===== src/rtl/ula_operand_stage_if.sv =====
// Bus bundle around ula_operand_stage: instruction handshake, ALU operand/result port,
// writeback report and debug register-file read. The stage uses the slave modport.
interface ula_operand_stage_if;
  logic        instrValid;
  logic        instrReady;
  logic [31:0] instrWord;

  logic [31:0] input1;
  logic [31:0] input2;
  logic [1:0]  aluOp;
  logic [5:0]  funct;
  logic [5:0]  opCode;
  logic [31:0] aluResult;

  logic        wbValid;
  logic [4:0]  wbAddr;
  logic [31:0] wbData;
  logic [31:0] wbTag;
  logic        illegalInstr;

  logic [4:0]  dbgAddr;
  logic [31:0] dbgData;

  modport master (
    output instrValid, instrWord, aluResult, dbgAddr,
    input  instrReady, input1, input2, aluOp, funct, opCode,
    input  wbValid, wbAddr, wbData, wbTag, illegalInstr, dbgData
  );

  modport slave (
    input  instrValid, instrWord, aluResult, dbgAddr,
    output instrReady, input1, input2, aluOp, funct, opCode,
    output wbValid, wbAddr, wbData, wbTag, illegalInstr, dbgData
  );
endinterface


===== src/rtl/ula_operand_stage.sv =====
// Issue/writeback stage around the Ula ALU: decode, operand read, execute, writeback.
// Optional feature: define ULA_STAGE_ORI_EN to make opcode 13 (ori) legal.
module ula_operand_stage #(
  parameter logic [31:0] RESET_PC_TAG = 32'd0
) (
  input  logic                clock,
  input  logic                resetN,
  ula_operand_stage_if.slave  bus
);

  typedef enum logic [1:0] {IDLE, DECODE, EXECUTE, WRITEBACK} state_t;

  localparam logic [5:0] OP_RTYPE  = 6'd0;
  localparam logic [5:0] OP_ADDI   = 6'd8;
  localparam logic [5:0] OP_ANDI   = 6'd12;
  localparam logic [5:0] FN_SLL    = 6'd0;
  localparam logic [5:0] FN_SRL    = 6'd2;
  localparam logic [5:0] FN_SRA    = 6'd3;
  localparam logic [1:0] ALU_ADD   = 2'd0;
  localparam logic [1:0] ALU_AND   = 2'd1;
  localparam logic [1:0] ALU_RTYPE = 2'd2;
`ifdef ULA_STAGE_ORI_EN
  localparam logic [5:0] OP_ORI    = 6'd13;
  localparam logic [5:0] FN_OR     = 6'd37;
`endif

  state_t      state_q, state_d;
  logic [31:0] instr_q;
  logic [31:0] rf_q [32];
  logic [31:0] input1_q, input2_q;
  logic [1:0]  alu_op_q;
  logic [5:0]  funct_q, opcode_q;
  logic [4:0]  dest_q;
  logic [31:0] result_q;
  logic [31:0] tag_q;

  logic accept, load_ops, capture, write_back, illegal;

  // Instruction fields of the latched word.
  logic [5:0]  op, fn;
  logic [4:0]  rs, rt, rd, shamt;
  logic [15:0] imm;
  logic [31:0] rs_val, rt_val;

  assign op     = instr_q[31:26];
  assign rs     = instr_q[25:21];
  assign rt     = instr_q[20:16];
  assign rd     = instr_q[15:11];
  assign shamt  = instr_q[10:6];
  assign fn     = instr_q[5:0];
  assign imm    = instr_q[15:0];
  assign rs_val = (rs == 5'd0) ? 32'd0 : rf_q[rs];
  assign rt_val = (rt == 5'd0) ? 32'd0 : rf_q[rt];

  logic        dec_legal;
  logic [31:0] dec_in1, dec_in2;
  logic [1:0]  dec_alu_op;
  logic [5:0]  dec_funct;
  logic [4:0]  dec_dest;

  // NOTE: every output of a combinational block gets a default first, so no path leaves it unassigned (no latch).
  always_comb begin
    dec_legal  = 1'b1;
    dec_in1    = rs_val;
    dec_in2    = rt_val;
    dec_alu_op = ALU_RTYPE;
    dec_funct  = fn;
    dec_dest   = rd;
    case (op)
      OP_RTYPE: begin
        // Shifts take the amount from the instruction, not from rs.
        if (fn == FN_SLL || fn == FN_SRL || fn == FN_SRA)
          dec_in1 = {27'd0, shamt};
      end
      OP_ADDI: begin
        dec_alu_op = ALU_ADD;
        dec_in2    = {{16{imm[15]}}, imm};
        dec_dest   = rt;
      end
      OP_ANDI: begin
        dec_alu_op = ALU_AND;
        dec_in2    = {16'd0, imm};
        dec_dest   = rt;
      end
`ifdef ULA_STAGE_ORI_EN
      OP_ORI: begin
        dec_funct = FN_OR;
        dec_in2   = {16'd0, imm};
        dec_dest  = rt;
      end
`endif
      default: dec_legal = 1'b0;
    endcase
  end

  // NOTE: sequential state uses non-blocking assignments so every flop samples pre-edge values.
  always_ff @(posedge clock or negedge resetN) begin
    if (!resetN) state_q <= IDLE;
    else         state_q <= state_d;
  end

  always_comb begin
    state_d    = state_q;
    accept     = 1'b0;
    load_ops   = 1'b0;
    capture    = 1'b0;
    write_back = 1'b0;
    illegal    = 1'b0;
    case (state_q)
      IDLE: begin
        if (bus.instrValid) begin
          accept  = 1'b1;
          state_d = DECODE;
        end
      end
      DECODE: begin
        if (dec_legal) begin
          load_ops = 1'b1;
          state_d  = EXECUTE;
        end else begin
          illegal = 1'b1;
          state_d = IDLE;
        end
      end
      EXECUTE: begin
        capture = 1'b1;
        state_d = WRITEBACK;
      end
      WRITEBACK: begin
        write_back = 1'b1;
        state_d    = IDLE;
      end
      default: state_d = IDLE;
    endcase
  end

  always_ff @(posedge clock or negedge resetN) begin
    if (!resetN) begin
      instr_q  <= 32'd0;
      input1_q <= 32'd0;
      input2_q <= 32'd0;
      alu_op_q <= 2'd0;
      funct_q  <= 6'd0;
      opcode_q <= 6'd0;
      dest_q   <= 5'd0;
      result_q <= 32'd0;
      tag_q    <= RESET_PC_TAG;
    end else begin
      if (accept) instr_q <= bus.instrWord;
      if (load_ops) begin
        input1_q <= dec_in1;
        input2_q <= dec_in2;
        alu_op_q <= dec_alu_op;
        funct_q  <= dec_funct;
        opcode_q <= op;
        dest_q   <= dec_dest;
      end
      if (capture)    result_q <= bus.aluResult;
      if (write_back) tag_q    <= tag_q + 32'd1;
    end
  end

  // NOTE: the register file must clear on reset, so it is built from resettable flops, not an inferred RAM.
  always_ff @(posedge clock or negedge resetN) begin
    if (!resetN)                             rf_q <= '{default: 32'd0};
    else if (write_back && dest_q != 5'd0)   rf_q[dest_q] <= result_q;
  end

  assign bus.instrReady   = (state_q == IDLE);
  assign bus.illegalInstr = illegal;
  assign bus.wbValid      = write_back;
  assign bus.wbAddr       = dest_q;
  assign bus.wbData       = result_q;
  assign bus.wbTag        = tag_q;
  assign bus.input1       = input1_q;
  assign bus.input2       = input2_q;
  assign bus.aluOp        = alu_op_q;
  assign bus.funct        = funct_q;
  assign bus.opCode       = opcode_q;
  assign bus.dbgData      = (bus.dbgAddr == 5'd0) ? 32'd0 : rf_q[bus.dbgAddr];

endmodule

===== src/flat_wrapper.sv =====
// flat-port wrapper written by rule: the top's interface ports become plain ports
module ula_operand_stage_flat 
#(
  parameter logic [31:0] RESET_PC_TAG = 32'd0
)
  (clock, resetN, bus_instrValid, bus_instrWord, bus_aluResult, bus_dbgAddr, bus_instrReady, bus_input1, bus_input2, bus_aluOp, bus_funct, bus_opCode, bus_wbValid, bus_wbAddr, bus_wbData, bus_wbTag, bus_illegalInstr, bus_dbgData);
  ula_operand_stage_if bus_i ();
  input  logic clock;
  input  logic resetN;
  input wire logic [$bits(bus_i.instrValid)-1:0] bus_instrValid;
  input wire logic [$bits(bus_i.instrWord)-1:0] bus_instrWord;
  input wire logic [$bits(bus_i.aluResult)-1:0] bus_aluResult;
  input wire logic [$bits(bus_i.dbgAddr)-1:0] bus_dbgAddr;
  output wire logic [$bits(bus_i.instrReady)-1:0] bus_instrReady;
  output wire logic [$bits(bus_i.input1)-1:0] bus_input1;
  output wire logic [$bits(bus_i.input2)-1:0] bus_input2;
  output wire logic [$bits(bus_i.aluOp)-1:0] bus_aluOp;
  output wire logic [$bits(bus_i.funct)-1:0] bus_funct;
  output wire logic [$bits(bus_i.opCode)-1:0] bus_opCode;
  output wire logic [$bits(bus_i.wbValid)-1:0] bus_wbValid;
  output wire logic [$bits(bus_i.wbAddr)-1:0] bus_wbAddr;
  output wire logic [$bits(bus_i.wbData)-1:0] bus_wbData;
  output wire logic [$bits(bus_i.wbTag)-1:0] bus_wbTag;
  output wire logic [$bits(bus_i.illegalInstr)-1:0] bus_illegalInstr;
  output wire logic [$bits(bus_i.dbgData)-1:0] bus_dbgData;
  assign bus_i.instrValid = bus_instrValid;
  assign bus_i.instrWord = bus_instrWord;
  assign bus_i.aluResult = bus_aluResult;
  assign bus_i.dbgAddr = bus_dbgAddr;
  assign bus_instrReady = bus_i.instrReady;
  assign bus_input1 = bus_i.input1;
  assign bus_input2 = bus_i.input2;
  assign bus_aluOp = bus_i.aluOp;
  assign bus_funct = bus_i.funct;
  assign bus_opCode = bus_i.opCode;
  assign bus_wbValid = bus_i.wbValid;
  assign bus_wbAddr = bus_i.wbAddr;
  assign bus_wbData = bus_i.wbData;
  assign bus_wbTag = bus_i.wbTag;
  assign bus_illegalInstr = bus_i.illegalInstr;
  assign bus_dbgData = bus_i.dbgData;
  ula_operand_stage #(.RESET_PC_TAG(RESET_PC_TAG)) u_core (.clock(clock), .resetN(resetN), .bus(bus_i));
endmodule

===== config.mk =====
export PLATFORM = sky130hd
export DESIGN_NAME = ula_operand_stage_flat
export DESIGN_NICKNAME = d
export VERILOG_FILES = /design/src/rtl/ula_operand_stage_if.sv /design/src/rtl/ula_operand_stage.sv /design/src/flat_wrapper.sv
export SDC_FILE = /design/constraint.sdc
export NUM_CORES = 2
export LEC_CHECK = 0
export CAP_MARGIN = 20
export CORE_ASPECT_RATIO = 0.6
export CORE_MARGIN = 5
export CORE_UTILIZATION = 40
export DETAILED_ROUTE_END_ITERATION = 6
export RECOVER_POWER = 100
export SYNTH_ARGS = -nofsm -noshare
export SYNTH_HDL_FRONTEND = slang
export SYNTH_SLANG_ARGS = --single-unit

===== constraint.sdc =====
create_clock -name clock -period 9.94 [get_ports clock]
set_input_delay 1.988 -clock clock [delete_from_list [all_inputs] [get_ports clock]]
set_output_delay 1.988 -clock clock [all_outputs]
set_load 0.01 [all_outputs]

### After elaboration in Yosys (flattened, before gate mapping)

Cells that the tools add are included.

* register bits: 1205
* bits of input ports: 72
* word-level logic and storage cells: 105

* $add $sub $neg: 1
* magnitude comparators: 5
* equality and inequality tests: 8
* muxes and demuxes: 32
* bitwise logic cells: 4
* reductions and logical operators: 13

Operators by type and width (number)
* 1024-bit bitwise mux: 1
* 32-bit binary-select mux with 5-bit select: 3
* 32-bit 2-to-1 mux: 12
* 32-bit demux with 5-bit select: 1
* 32-bit case mux with 2 select lines: 1
* 32-bit by 1-bit adder with 32-bit output (second input constant): 1
* 6-bit greater-or-equal comparator (second input constant): 4
* 5-bit inverter with 6-bit output: 4
* 5-bit zero test: 3
* 6-bit by 2-bit == test with 1-bit output (second input constant): 2
* 6-bit by 4-bit == test with 1-bit output (second input constant): 2
* 6-bit zero test: 2
* 1-bit 2-to-1 mux: 9
* 2-bit case mux with 4 select lines: 1
* 6-bit by 1-bit < comparator with 1-bit output (second input constant): 1
* 5-bit 2-to-1 mux: 1
* 5-bit nonzero test: 1
* 2-bit == test (second input constant): 2
* 2-bit 2-to-1 mux: 2
* 2-bit case mux with 2 select lines: 1
* 3-bit OR reduction: 1
* 2-bit by 1-bit == test with 1-bit output (second input constant): 1
* 1-bit logical AND: 2
* 2-bit zero test: 1
* other kinds (3): 4

### Logic depth before layout (Yosys ltp)

* word-level depth: 7
* mapped depth: 10
* gate-level depth less buffers: 5

### Worst setup path after synthesis

Ideal clock, no wire load.

* path kind: input to output
* start: input bus_dbgAddr[0]
* end: output bus_dbgData[21]
* arrival: 4.102 ns
* required time: 7.952 ns
* path slack: 3.850 ns
* stages: 7
* path buffers: 3
* path through: clkbuf_1 -> clkbuf_1 -> buf_2 -> mux4_2 -> mux4_2 -> nand2_1 -> o21ai_0

* cells in the longest elaborated chain, start to end: 5
* elaborated cells on any way between the ends: 6

Ends and longest elaborated chain
* start: declaration: line flat_wrapper.sv:13 `input wire logic [$bits(bus_i.dbgAddr)-1:0] bus_dbgAddr;`
* 5-bit inverter with 6-bit output (implied by the code): line ula_operand_stage.sv:180 `assign bus.dbgData = (bus.dbgAddr == 5'd0) ? 32'd0 : rf_q[bus.dbgAddr];`
* 32-bit binary-select mux with 5-bit select: line ula_operand_stage.sv:180
* 32-bit 2-to-1 mux (implied by the code) (2 in a row): line ula_operand_stage.sv:180
* 32-bit 2-to-1 mux *: line ula_operand_stage.sv:180
* end: declaration: line flat_wrapper.sv:25 `output wire logic [$bits(bus_i.dbgData)-1:0] bus_dbgData;`

Every way passes the cells marked *; elsewhere a longest branch is shown, timed or not. The select of a mux whose other input is x is not followed.

### Worst setup path after layout

* start: register u_core.instr_q[23]
* end: register u_core.input1_q[23] (netlist: u_core.bus.input1[23])

* cells in the longest elaborated chain, start to end: 7
* elaborated cells on any way between the ends: 8

Ends and longest elaborated chain
* start: declaration: line ula_operand_stage.sv:28 `logic [31:0] instr_q;`
* start signal: assignment: line ula_operand_stage.sv:149 `if (accept) instr_q <= bus.instrWord;`
* 5-bit inverter with 6-bit output (implied by the code): line ula_operand_stage.sv:52 `assign rs_val = (rs == 5'd0) ? 32'd0 : rf_q[rs];`
* 32-bit binary-select mux with 5-bit select: line ula_operand_stage.sv:52
* 32-bit 2-to-1 mux (implied by the code) (2 in a row): line ula_operand_stage.sv:52
* 32-bit 2-to-1 mux *: line ula_operand_stage.sv:52
* 32-bit 2-to-1 mux: line ula_operand_stage.sv:72 `if (fn == FN_SLL || fn == FN_SRL || fn == FN_SRA)`
* 32-bit 2-to-1 mux *: line ula_operand_stage.sv:69 `case (op)`
* end signal: assignment: line ula_operand_stage.sv:151 `input1_q <= dec_in1;`
* end: declaration: line ula_operand_stage.sv:30 `logic [31:0] input1_q, input2_q;`

Marks and branches as above.
A chain may end at the register's enable or synchronous reset.

==> impl_results.html <==
<table>
<tr><th>Metric</th><th>Value</th></tr>
<tr><th colspan="2">Run status</th></tr>
<tr><td>Outcome</td><td>finished, violations left</td></tr>
<tr><td>Violated checks</td><td>capacitance limit, slew limit</td></tr>
<tr><th colspan="2">Global routing</th></tr>
<tr><td>Total global routing overflow</td><td>0</td></tr>
<tr><td>Vias in the first global route</td><td>about 48,000</td></tr>
<tr><td>Number of antenna violations at the first check in global routing</td><td>9</td></tr>
<tr><td>Global-route wire length before repair</td><td>about 380 mm</td></tr>
<tr><td>Pin count of the biggest net entering global routing</td><td>between 150 and 200</td></tr>
<tr><td>GRT Resource Usage Total</td><td>28.66%</td></tr>
<tr><th colspan="2">Detailed routing</th></tr>
<tr><td>Length of the first detailed-routing pass in iterations</td><td>5</td></tr>
<tr><td>Initial drt markers</td><td>6,817</td></tr>
<tr><td>Ratio of routed vias to standard cells</td><td>6.875</td></tr>
<tr><td>Final routed wirelength across all metal layers</td><td>between 200 and 300 mm</td></tr>
<tr><td>Post-DRT Antenna Nets</td><td>0</td></tr>
<tr><td>Mean routed wirelength per cell</td><td>approximately 37 microns</td></tr>
<tr><td>Residual DRC</td><td>0</td></tr>
<tr><td>Total number of vias</td><td>48,870</td></tr>
<tr><th colspan="2">Yosys</th></tr>
<tr><td>Post-synthesis instance area</td><td>around 69,000 sq um</td></tr>
<tr><td>Gate count of the mapped netlist</td><td>~4,800</td></tr>
<tr><td>Fraction of synthesis flops using an asynchronous set or reset pin</td><td>100.0%</td></tr>
<tr><td>Synthesized Nets</td><td>a little under 5,000</td></tr>
<tr><td>Portion of the post-synthesis area used by sequential elements</td><td>43.61%</td></tr>
<tr><td>Number of synthesized register bits</td><td>between 1,000 and 1,500</td></tr>
<tr><td>Mapped Avg Cell Area</td><td>between 10 and 15 sq um</td></tr>
<tr><td>Number of synthesized flops with an enable pin</td><td>0</td></tr>
<tr><td>Most used DFF post-synth</td><td>dfrtp_1</td></tr>
<tr><td>Synth cell types</td><td>62</td></tr>
<tr><td>Warnings from Yosys</td><td>0</td></tr>
<tr><th colspan="2">STA</th></tr>
<tr><td>Final setup violation count</td><td>0</td></tr>
<tr><td>Post-layout min period</td><td>slightly below 9 ns</td></tr>
<tr><td>Final worst slack</td><td>1.105 ns</td></tr>
<tr><td>Worst Tran Pin Value</td><td>5.131 ns</td></tr>
<tr><td>Total Negative Setup Slacks</td><td>0 ns</td></tr>
<tr><td>Worst slew margin relative to its limit</td><td>-242.1%</td></tr>
<tr><td>Clock skew</td><td>~0.036 ns</td></tr>
<tr><td>Share of the clock period used by the worst path after layout</td><td>around nine tenths</td></tr>
<tr><td>Highest Clock Rate</td><td>113.2 MHz</td></tr>
<tr><td>Final number of hold-violating endpoints</td><td>0</td></tr>
<tr><td>RSZ-0062 raised after global routing</td><td>false</td></tr>
<tr><td>Max-slew violation total from the final report</td><td>approximately 2,600</td></tr>
<tr><th colspan="2">Cells and area</th></tr>
<tr><td>Area of combinational cells with multiple inputs</td><td>~37,000 sq um</td></tr>
<tr><td>Area used by sequential logic in the layout</td><td>roughly 30,000 sq um</td></tr>
<tr><td>Post-route core utilization</td><td>~45%</td></tr>
<tr><td>Area added between synthesis and finish</td><td>12.25%</td></tr>
<tr><td>Number of fillers in the final layout</td><td>between 15,000 and 20,000</td></tr>
<tr><td>Final nets</td><td>roughly 4,800</td></tr>
<tr><td>Share of layout cells above drive strength 1</td><td>a little over two fifths</td></tr>
<tr><th colspan="2">CTS</th></tr>
<tr><td>CTS tree</td><td>yes</td></tr>
<tr><td>Clock slew at reported path FFs</td><td>approximately 0.07 ns</td></tr>
<tr><td>Root buf cell</td><td>clkbuf_16</td></tr>
<tr><td>Hold_buf cts</td><td>0</td></tr>
<tr><td>Number of setup buffers added after CTS</td><td>0</td></tr>
<tr><td>Clock insertion delay at the later pin of the skew report</td><td>between 0.7 and 0.8 ns</td></tr>
<tr><td>Buffer levels on the longest clock path</td><td>3</td></tr>
<tr><td>Number of CTS-inserted buffers</td><td>around 120</td></tr>
<tr><td>H-tree lvl count</td><td>3</td></tr>
<tr><td>Number of instances resized during post-cts repair</td><td>0</td></tr>
<tr><td>Total number of clock tree sinks</td><td>between 1,000 and 1,500</td></tr>
<tr><th colspan="2">Flow run</th></tr>
<tr><td>Max cap viols</td><td>73</td></tr>
<tr><th colspan="2">Floorplan</th></tr>
<tr><td>Floorplan die height</td><td>approximately 330 microns</td></tr>
<tr><td>Total die area</td><td>approximately 180,000 sq um</td></tr>
<tr><td>Die X-Extent</td><td>~550 microns</td></tr>
<tr><td>Top-level port count</td><td>approximately 250</td></tr>
<tr><td>Row Count</td><td>between 100 and 150</td></tr>
<tr><td>Standard cell core area</td><td>roughly 170,000 sq um</td></tr>
<tr><td>Starting utilization of the core area</td><td>40.16%</td></tr>
<tr><th colspan="2">Worst setup path</th></tr>
<tr><td>CP required</td><td>about 11 ns</td></tr>
<tr><td>Critical Path Start Type</td><td>register</td></tr>
<tr><td>Capturing element type of the critical path</td><td>register</td></tr>
<tr><td>Worst endpoint data arrival time</td><td>between 9 and 10 ns</td></tr>
<tr><td>Classification of the worst setup path</td><td>register to register</td></tr>
<tr><td>Worst-path fanout max</td><td>26</td></tr>
<tr><th colspan="2">Power and ir drop</th></tr>
<tr><td>Sum of internal, switching and leakage power</td><td>18.95 mW</td></tr>
<tr><td>VDD IR-drop max</td><td>roughly 0.21 mV</td></tr>
<tr><td>Leakage Power</td><td>33.84 nW</td></tr>
<tr><td>Power density normalized to cell area</td><td>244.2 nW/um^2</td></tr>
<tr><th colspan="2">Place</th></tr>
<tr><td>Count of input and output buffers</td><td>approximately 250</td></tr>
<tr><td>Setup slack after placement</td><td>2.652 ns</td></tr>
<tr><td>HPWL after detailed placement</td><td>153.2 mm</td></tr>
<tr><td>Global placer's final weighted congestion</td><td>between 0.8 and 0.9</td></tr>
<tr><th colspan="2">Min path</th></tr>
<tr><td>Hold crit path type</td><td>register to register</td></tr>
</table>
-- sequential cells by signal, indices dropped and copies added, names as in the netlist, named ones only --
name	flops
u_core.instr_q	32
u_core.bus.opCode	6
u_core.bus.funct	6
u_core.bus.wbAddr	5
u_core.bus.aluOp	2
u_core.bus.wbTag	32
u_core.state_q	1
u_core.bus.input1	32
u_core.bus.wbData	32
u_core.bus.input2	32
u_core.rf_q	1024
-- worst max-delay path, stage by stage (launching register included) --
cell      delay, ns
dfrtp_4        0.72
clkbuf_1       0.56
nor2_1         2.45
nand3b_1       0.66
o211ai_1       0.35
buf_4          0.31
clkbuf_1       2.78
a21oi_1        0.38
a22o_1         0.41
-- synthesized netlist by cell type (all sizes together) (4+ instances only) --
library cell  number  area share, %
a211oi             4          0.043
nand3             66           0.48
mux4             726             24
a22oi            153            1.7
o2111a             4          0.065
a221oi            56           0.75
o32ai              5          0.063
a22o              29           0.37
inv               38           0.21
o31ai              4          0.051
nor4               4          0.036
nor2b             19           0.17
nor3              21           0.16
and2              13           0.12
o211ai            28           0.30
nand4             35           0.32
o221a             14           0.23
o21ai             80           0.58
or2                4          0.036
a31oi             14           0.13
nand3b            34           0.37
buf              174            1.1
nor2              68           0.37
mux2i            235            3.4
a21oi             53           0.38
a221o              6          0.087
mux2            1058             17
dfrtp           1205             44
nand2b            10          0.090
xnor2             26           0.33
xor2               5          0.063
o22ai             22           0.20
and3              10          0.090
nand2            170           0.92
clkbuf           367            2.0
-- per-stage QoR --
stage,cells,hold WS (ns),area (sq um)
2_1_floorplan,4785,0.4580,69140
3_3_place_gp,6889,0.3994,73810
3_5_place_dp,6891,0.4043,73860
4_1_cts,7100,0.4197,77960
5_1_grt,7105,0.4308,77600
6_report,7109,0.4217,77610
-- cell families after synthesis --
logic type	synth area share, %
mux	44.28
flops	43.61
buf+inv	3.337
compound gates	5.024
simple gates	3.333
xor+xnor	0.3927
fa+ha+maj	0.01809
-- placed cells by master, fill, tap and decap left out, types with 21 or more instances in the layout --
cell type / instances
o21ai_0: 76
a22o_1: 29
nand4_1: 35
o22ai_1: 22
a221oi_1: 51
clkbuf_1: 63
nor3_1: 21
mux4_2: 726
dlygate4sd3_1: 183
nor2_1: 57
inv_1: 37
dfrtp_1: 1196
bufinv_16: 21
clkbuf_16: 116
xnor2_1: 26
buf_4: 50
nand2_1: 167
a22oi_1: 153
mux2_2: 1048
o211ai_1: 28
mux2i_1: 235
a21oi_1: 53
clkdlybuf4s50_1: 64
nand3_1: 66
nand3b_1: 34
-- path summary, 6_finish.rpt --
path                                    startpoint                     to  slack (ns)  cells after the start
worst max-delay path            u_core.instr_q[23]  u_core.bus.input1[23]        1.10                      8
worst min-delay path             u_core.rf_q[1019]      u_core.rf_q[1019]        0.42                      0
worst max register to register  u_core.instr_q[23]  u_core.bus.input1[23]        1.10                      8
worst min register to register   u_core.rf_q[1019]      u_core.rf_q[1019]        0.42                      0
max in group asynchronous                   resetN     u_core.instr_q[24]        2.87                      2
min in group asynchronous                   resetN       u_core.rf_q[273]        1.12                      1
-- power breakdown --
part	switching (mW)	leakage (nW)	internal (mW)
combinational	3.59	15.3	3.01
clock	2.11	2.01	2.83
sequential	1.65	16.5	5.76
-- metal layers --
metal / wire (microns) / vias to the layer above / track usage (%)
li1: - / 18710 / -
met1: 110700 / 26370 / 41.88
met2: 110700 / 3265 / 39.81
met3: 33250 / 534 / 10.15
met4: 9856 / 0 / 8.974
met5: 0 / - / 0
-- final cells by class --
| cell class | count | area share (%) |
|---|---|---|
| multi-input cells | 3001 | 47.49 |
| flip-flops and latches | 1205 | 38.89 |
| repair buffers | 372 | 4.453 |
| clock buffers | 152 | 4.172 |
| well taps | 2280 | 3.676 |
| clock inverters | 57 | 1.119 |
| inverters | 38 | 0.1838 |
| diodes | 4 | 0.01290 |
Note: power is estimated with default switching activity, not from simulation.
